### src/rtl/muldiv_sequencer.sv
// muldiv_sequencer: iterative signed multiply/divide engine with HI/LO result registers.
//   MULT: radix-2 Booth, one step per cycle (32 run cycles + DONE).
//   DIV : restoring division on magnitudes (32 run cycles + sign fix + DONE).
// Ports:
//   clk, reset_in    clock and synchronous active-high reset
//   start, op, a, b  request pulse, op select (0 = MULT, 1 = DIV) and operands
//   busy, done, div0 registered status outputs
//   hi, lo           architectural HI/LO registers
module muldiv_sequencer #(
  parameter int unsigned WIDTH = 32
) (
  input  logic             clk,
  input  logic             reset_in,
  input  logic             start,
  input  logic             op,
  input  logic [WIDTH-1:0] a,
  input  logic [WIDTH-1:0] b,
  output logic             busy,
  output logic             done,
  output logic             div0,
  output logic [WIDTH-1:0] hi,
  output logic [WIDTH-1:0] lo
);

  localparam int unsigned CntW = $clog2(WIDTH);

  localparam logic [2:0] StIdle   = 3'd0;
  localparam logic [2:0] StMulRun = 3'd1;
  localparam logic [2:0] StDivRun = 3'd2;
  localparam logic [2:0] StDivFix = 3'd3;
  localparam logic [2:0] StDone   = 3'd4;
  localparam logic [2:0] StExc    = 3'd5;

  logic [2:0]      state_q, state_d;
  logic [CntW-1:0] cnt_q, cnt_d;
  // Upper accumulator is one bit wider so Booth add/sub of -2^(W-1) never overflows.
  logic [WIDTH:0]   acc_hi_q, acc_hi_d;
  logic [WIDTH-1:0] acc_lo_q, acc_lo_d;
  // Multiplicand (sign-extended) for MULT, divisor magnitude for DIV.
  logic [WIDTH:0]   mcand_q, mcand_d;
  logic             qm1_q, qm1_d;
  logic             sign_a_q, sign_a_d;
  logic             sign_b_q, sign_b_d;
  logic [WIDTH-1:0] hi_q, hi_d;
  logic [WIDTH-1:0] lo_q, lo_d;
  logic             busy_q, busy_d;
  logic             done_q, done_d;
  logic             div0_q, div0_d;

  logic             last_step;
  logic [WIDTH:0]   booth_sum;
  logic [WIDTH:0]   booth_hi_nxt;
  logic [WIDTH-1:0] booth_lo_nxt;
  logic [WIDTH:0]   rem_shift;
  logic [WIDTH+1:0] trial;
  logic             trial_ok;
  logic [WIDTH-1:0] a_mag, b_mag;
  logic [WIDTH-1:0] quo_signed, rem_signed;

  assign last_step = (cnt_q == CntW'(WIDTH - 1));

  // Booth step: {q0, q-1} = 01 adds, 10 subtracts, then arithmetic shift of {A, Q, q-1}.
  always_comb begin
    booth_sum = acc_hi_q;
    case ({acc_lo_q[0], qm1_q})
      2'b01:   booth_sum = acc_hi_q + mcand_q;
      2'b10:   booth_sum = acc_hi_q - mcand_q;
      default: booth_sum = acc_hi_q;
    endcase
  end

  assign booth_hi_nxt = {booth_sum[WIDTH], booth_sum[WIDTH:1]};
  assign booth_lo_nxt = {booth_sum[0], acc_lo_q[WIDTH-1:1]};

  // Restoring step: remainder always stays below the divisor, so WIDTH bits of it suffice.
  assign rem_shift = {acc_hi_q[WIDTH-1:0], acc_lo_q[WIDTH-1]};
  assign trial     = {1'b0, rem_shift} - {1'b0, mcand_q};
  assign trial_ok  = ~trial[WIDTH+1];

  // Unsigned magnitudes; 2^(W-1) is representable as an unsigned WIDTH-bit value.
  assign a_mag = a[WIDTH-1] ? (-a) : a;
  assign b_mag = b[WIDTH-1] ? (-b) : b;

  assign quo_signed = (sign_a_q ^ sign_b_q) ? (-acc_lo_q) : acc_lo_q;
  assign rem_signed = sign_a_q ? (-acc_hi_q[WIDTH-1:0]) : acc_hi_q[WIDTH-1:0];

  always_comb begin
    state_d  = state_q;
    cnt_d    = cnt_q;
    acc_hi_d = acc_hi_q;
    acc_lo_d = acc_lo_q;
    mcand_d  = mcand_q;
    qm1_d    = qm1_q;
    sign_a_d = sign_a_q;
    sign_b_d = sign_b_q;
    hi_d     = hi_q;
    lo_d     = lo_q;

    case (state_q)
      // DONE behaves like IDLE for a new request so back-to-back starts are accepted.
      StIdle, StDone: begin
        state_d = StIdle;
        if (start) begin
          cnt_d = '0;
          if (!op) begin
            state_d  = StMulRun;
            acc_hi_d = '0;
            acc_lo_d = b;
            mcand_d  = {a[WIDTH-1], a};
            qm1_d    = 1'b0;
          end else if (b == '0) begin
            state_d = StExc;
          end else begin
            state_d  = StDivRun;
            acc_hi_d = '0;
            acc_lo_d = a_mag;
            mcand_d  = {1'b0, b_mag};
            sign_a_d = a[WIDTH-1];
            sign_b_d = b[WIDTH-1];
          end
        end
      end
      StMulRun: begin
        acc_hi_d = booth_hi_nxt;
        acc_lo_d = booth_lo_nxt;
        qm1_d    = acc_lo_q[0];
        cnt_d    = cnt_q + CntW'(1);
        if (last_step) begin
          state_d = StDone;
          hi_d    = booth_hi_nxt[WIDTH-1:0];
          lo_d    = booth_lo_nxt;
        end
      end
      StDivRun: begin
        if (trial_ok) begin
          acc_hi_d = trial[WIDTH:0];
          acc_lo_d = {acc_lo_q[WIDTH-2:0], 1'b1};
        end else begin
          acc_hi_d = rem_shift;
          acc_lo_d = {acc_lo_q[WIDTH-2:0], 1'b0};
        end
        cnt_d = cnt_q + CntW'(1);
        if (last_step) begin
          state_d = StDivFix;
        end
      end
      StDivFix: begin
        state_d = StDone;
        hi_d    = rem_signed;
        lo_d    = quo_signed;
      end
      StExc:   state_d = StIdle;
      default: state_d = StIdle;
    endcase

    // Status flags are registered from the next state so they line up with it.
    busy_d = (state_d == StMulRun) || (state_d == StDivRun) ||
             (state_d == StDivFix) || (state_d == StDone);
    done_d = (state_d == StDone);
    div0_d = (state_d == StExc);
  end

  always_ff @(posedge clk) begin
    if (reset_in) begin
      state_q  <= StIdle;
      cnt_q    <= '0;
      acc_hi_q <= '0;
      acc_lo_q <= '0;
      mcand_q  <= '0;
      qm1_q    <= 1'b0;
      sign_a_q <= 1'b0;
      sign_b_q <= 1'b0;
      hi_q     <= '0;
      lo_q     <= '0;
      busy_q   <= 1'b0;
      done_q   <= 1'b0;
      div0_q   <= 1'b0;
    end else begin
      state_q  <= state_d;
      cnt_q    <= cnt_d;
      acc_hi_q <= acc_hi_d;
      acc_lo_q <= acc_lo_d;
      mcand_q  <= mcand_d;
      qm1_q    <= qm1_d;
      sign_a_q <= sign_a_d;
      sign_b_q <= sign_b_d;
      hi_q     <= hi_d;
      lo_q     <= lo_d;
      busy_q   <= busy_d;
      done_q   <= done_d;
      div0_q   <= div0_d;
    end
  end

  assign busy = busy_q;
  assign done = done_q;
  assign div0 = div0_q;
  assign hi   = hi_q;
  assign lo   = lo_q;

endmodule

### config.mk
export PLATFORM = sky130hd
export DESIGN_NAME = muldiv_sequencer
export DESIGN_NICKNAME = d
export VERILOG_FILES = /design/src/rtl/muldiv_sequencer.sv
export SDC_FILE = /design/constraint.sdc
export NUM_CORES = 1
export LEC_CHECK = 0
export ABC_AREA = 1
export BUFFER_PORTS_ARGS = -buffer_cell sky130_fd_sc_hd__clkbuf_2
export CAP_MARGIN = 30
export CORE_MARGIN = 3
export CORE_UTILIZATION = 52
export DETAILED_ROUTE_END_ITERATION = 16
export GPL_TIMING_DRIVEN = 0
export PLACE_DENSITY = 0.69
export SLEW_MARGIN = 20
export SYNTH_ARGS = -nofsm -noshare
export SYNTH_HDL_FRONTEND = slang
export SYNTH_SLANG_ARGS = --single-unit
### constraint.sdc
create_clock -name clk -period 4.3 [get_ports clk]
set_clock_uncertainty 0.2 [all_clocks]
set_input_delay 0.43 -clock clk [delete_from_list [all_inputs] [get_ports clk]]
set_output_delay 0.43 -clock clk [all_outputs]
set_load 0.005 [all_outputs]
==> out/results.tsv <==
metric	value	unit
Die ar.	35400	sq um
Netlist cell types	58	
CTS Sinks	176	
DP Area	18400	sq um
via count	22125	
Setup crit end	acc_hi_q[18]$_SDFFE_PP0P_	
final setup violation count	0	
H-tree Lvls	4	
clk slew on worst S/H paths	0.08	ns
DP HPWL	62300	microns
number of synthesized flops with an enable pin	0	
register area share after synthesis	20.5	%
worst vdd ir	0.337	mV
crit path kind	reg -> reg	
# hold bufs at CTS	0	
Finished Cell Area	19100	sq um
Async SR Flop Fraction	0	%
row count	66	
Pwr Total	0.00782	W
ratio of cells with drive above 1 in the final layout	9.05	%
Reg2Reg Setup Slack	0.18	ns
1st-pass router iterations	7	
arrival time worst endpoint	4.27	ns
syn_nets	3106	
Iter 0 DRT Violations	2587	
Worst Setup SP	mcand_q[0]$_SDFFE_PP0P_	
fin crit period	4.12	ns
Port Buffers	131	
DR WL/cell	21.6	microns
Core ar.	32600	sq um
Syn Std Cell Area	17200	sq um
number of buffers created by CTS	17	
CP max FO	5	
vias per cell	6.20	
vias in the first global route	20916	
gr ovfl total	0	
cell chosen for the clock root	clkbuf_16	
area of the multi-input gates	11900	sq um
top_reg_cell synth	dfxtp_1	
Worst-Margin Slew	0.848	ns
Max Cap Viol	0	
Tot GR Track Use	42.1	%
Top Ports	135	
global-route wire length before repair	115000	microns
Storage cell area	3530	sq um
synth warn	0	
drt total wl	76900	microns
P&R area growth vs syn	11.1	%
reg2reg path depth	22	
Worst-Skew Late Latency	0.46	ns
Mapped Avg Cell Area	5.81	sq um
drc violations	0	
worst hold path type	in -> reg	
top cells by area, synth	dfxtp_1 20%, nand2_1 16%, a21oi_1 8.1%, inv_1 7.4%, nand3_1 7.0%	
RSZ-0062 raised after global routing	yes	
initial antenna violation count	1	
#FFs+latches synth	176	
worst r2r src	mcand_q[0]$_SDFFE_PP0P_	
Period Utilization, post-route	95.8	%
CP required	4.46	ns
r2r endpoint	acc_hi_q[18]$_SDFFE_PP0P_	
Worst setup SP type	register	
fmax	0.243	GHz
CTS Buffer Depth	2	
cell taking the most area after synthesis	dfxtp_1	
Rel. slew slack	43.4	%
power per cell area	409	nW/um^2
Hold WS	0.0960	ns
Mapped Cells	2963	
Pins Over Slew Limit	0	
Die H	188	microns
static leakage	8.97	nW
final hold violation count	0	
outcome	finished, final reports clean	
top cell type's share of synthesized area	20.5	%
crit path capture type	register	
Initial Utilization	52.8	%
fillers	3373	
largest net degree at the start of global routing	18	
CTS tree	built	
Final Util	58.7	%
routability cong.	1.05	
Die X	188	microns
final net count	3257	
Final ANT Viol Nets	0	
==> timing repair <==
action | CTS | global route
setup buffers | 0 | 1
pin swaps | 0 | 7
hold endpoints to repair | 0 | 0
setup endpoints to repair | 3 | 42
gates resized for setup | 2 | 26
==> synth_stat cells, drive strengths merged, types with 14 or more instances <==
| cell type | instances |
|---|---|
| o22ai | 37 |
| a21oi | 280 |
| ha | 73 |
| nand3 | 248 |
| xnor2 | 15 |
| nor3 | 59 |
| nand4 | 39 |
| o21ai | 269 |
| buf | 43 |
| nor2 | 304 |
| nand2 | 730 |
| clkbuf | 84 |
| or2 | 14 |
| a31oi | 39 |
| xor2 | 76 |
| dfxtp | 176 |
| inv | 354 |
| o211ai | 38 |
==> worst min-delay path by stage <==
stage	start	slack, ns	to	depth (start not counted)
after floorplan	qm1_q$_SDFFE_PP0P_	0.24	qm1_q$_SDFFE_PP0P_	2
after global placement	qm1_q$_SDFFE_PP0P_	0.25	qm1_q$_SDFFE_PP0P_	2
after detailed placement	lo[15]$_SDFFE_PP0P_	0.26	lo[15]$_SDFFE_PP0P_	2
after CTS	a[16]	0.08	mcand_q[16]$_SDFFE_PP0P_	3
after global routing	a[16]	0.11	mcand_q[16]$_SDFFE_PP0P_	3
final	a[16]	0.1	mcand_q[16]$_SDFFE_PP0P_	3
==> metrics by stage <==
| stage | worst slack (ns) | instances | TNS (ns) |
|---|---|---|---|
| 6_report | 0.180 | 3570 | 0 |
| 3_5_place_dp | -0.0748 | 3536 | -0.114 |
| 5_1_grt | -0.0282 | 3569 | -0.0495 |
| 2_1_floorplan | 0.834 | 2963 | 0 |
| 4_1_cts | 0.0106 | 3568 | 0 |
| 3_3_place_gp | -0.0290 | 3536 | -0.0290 |
==> cells by family after synthesis <==
| group | after synthesis | share of synthesized area, % |
|---|---|---|
| adder cells (fa/ha/maj) | 75 | 5.53 |
| flip-flops | 176 | 20.5 |
| buffers and inverters | 484 | 11.0 |
| multiplexers | 1 | 0.0581 |
| XOR/XNOR | 91 | 4.63 |
| AND/OR/NAND/NOR | 1419 | 35.4 |
| AO/OA/AOI/OAI | 717 | 23.0 |
==> power by group <==
group	leakage, nW	internal [W]	switching (W)
registers	1.44	0.00176	0.000256
logic	7.24	0.00126	0.00292
clock network	0.284	0.000836	0.000799
total	8.97	0.00385	0.00397
==> metal layers <==
layer / up-vias / global-route usage (%) / share of wire [%]
li1: 10185 / - / -
met1: 10061 / 49.8 / 37
met2: 1446 / 66.8 / 44
met3: 433 / 7.46 / 10
met4: 0 / 34.0 / 9.7
met5: - / 0 / 0
==> final cells by class <==
class,instances,area share [%]
plain buffers,127,2.93
flip-flops and latches,176,18.4
repair buffers,132,3.46
clock inverters,14,0.784
clock buffers,18,2.29
well taps,442,2.89
multi-input cells,2303,62.2
diodes,1,0.0131
inverters,357,7.01
==> cells in the final DEF (no fill, tap or decap), drive strengths merged, types with 3 or more instances in the layout <==
cell and n:
a211oi 3, a21o 7, a21oi 280, a31oi 39
and2 5, buf 43, clkbuf 234, clkinv 8
dfxtp 176, ha 73, inv 360, nand2 730
nand3 248, nand3b 6, nand4 39, nor2 304
nor3 59, nor4 13, o211ai 38, o21a 3
o21ai 269, o21bai 11, o221ai 13, o22ai 37
o31ai 8, or2 14, xnor2 15, xor2 76
==> critical path, stage by stage (launching register included) <==
cell and delay (ns):
dfxtp_2 0.36, inv_1 0.09, ha_1 0.17, nand3_1 0.11, nor2_2 0.14, inv_1 0.09, nor3_1 0.22, nand3_1 0.13
o21ai_0 0.23, xor2_1 0.20, inv_1 0.08, ha_1 0.36, a21oi_1 0.25, o21ai_0 0.18, a21oi_1 0.29, nand3_1 0.14
or2_2 0.29, nand3_1 0.09, nand2_1 0.12, nand2_1 0.09, nand3_1 0.08, nand2_1 0.06, inv_1 0.04
==> flip-flops by register name, indices dropped and copies added, names as in the netlist <==
register and cells:
acc_hi_q 33, acc_lo_q 32, busy 1, cnt_q 5, div0 1, done 1, hi 32, lo 32
mcand_q 33, qm1_q 1, sign_a_q 1, sign_b_q 1, state_q 3
Note: power is estimated with default switching activity, not from simulation.
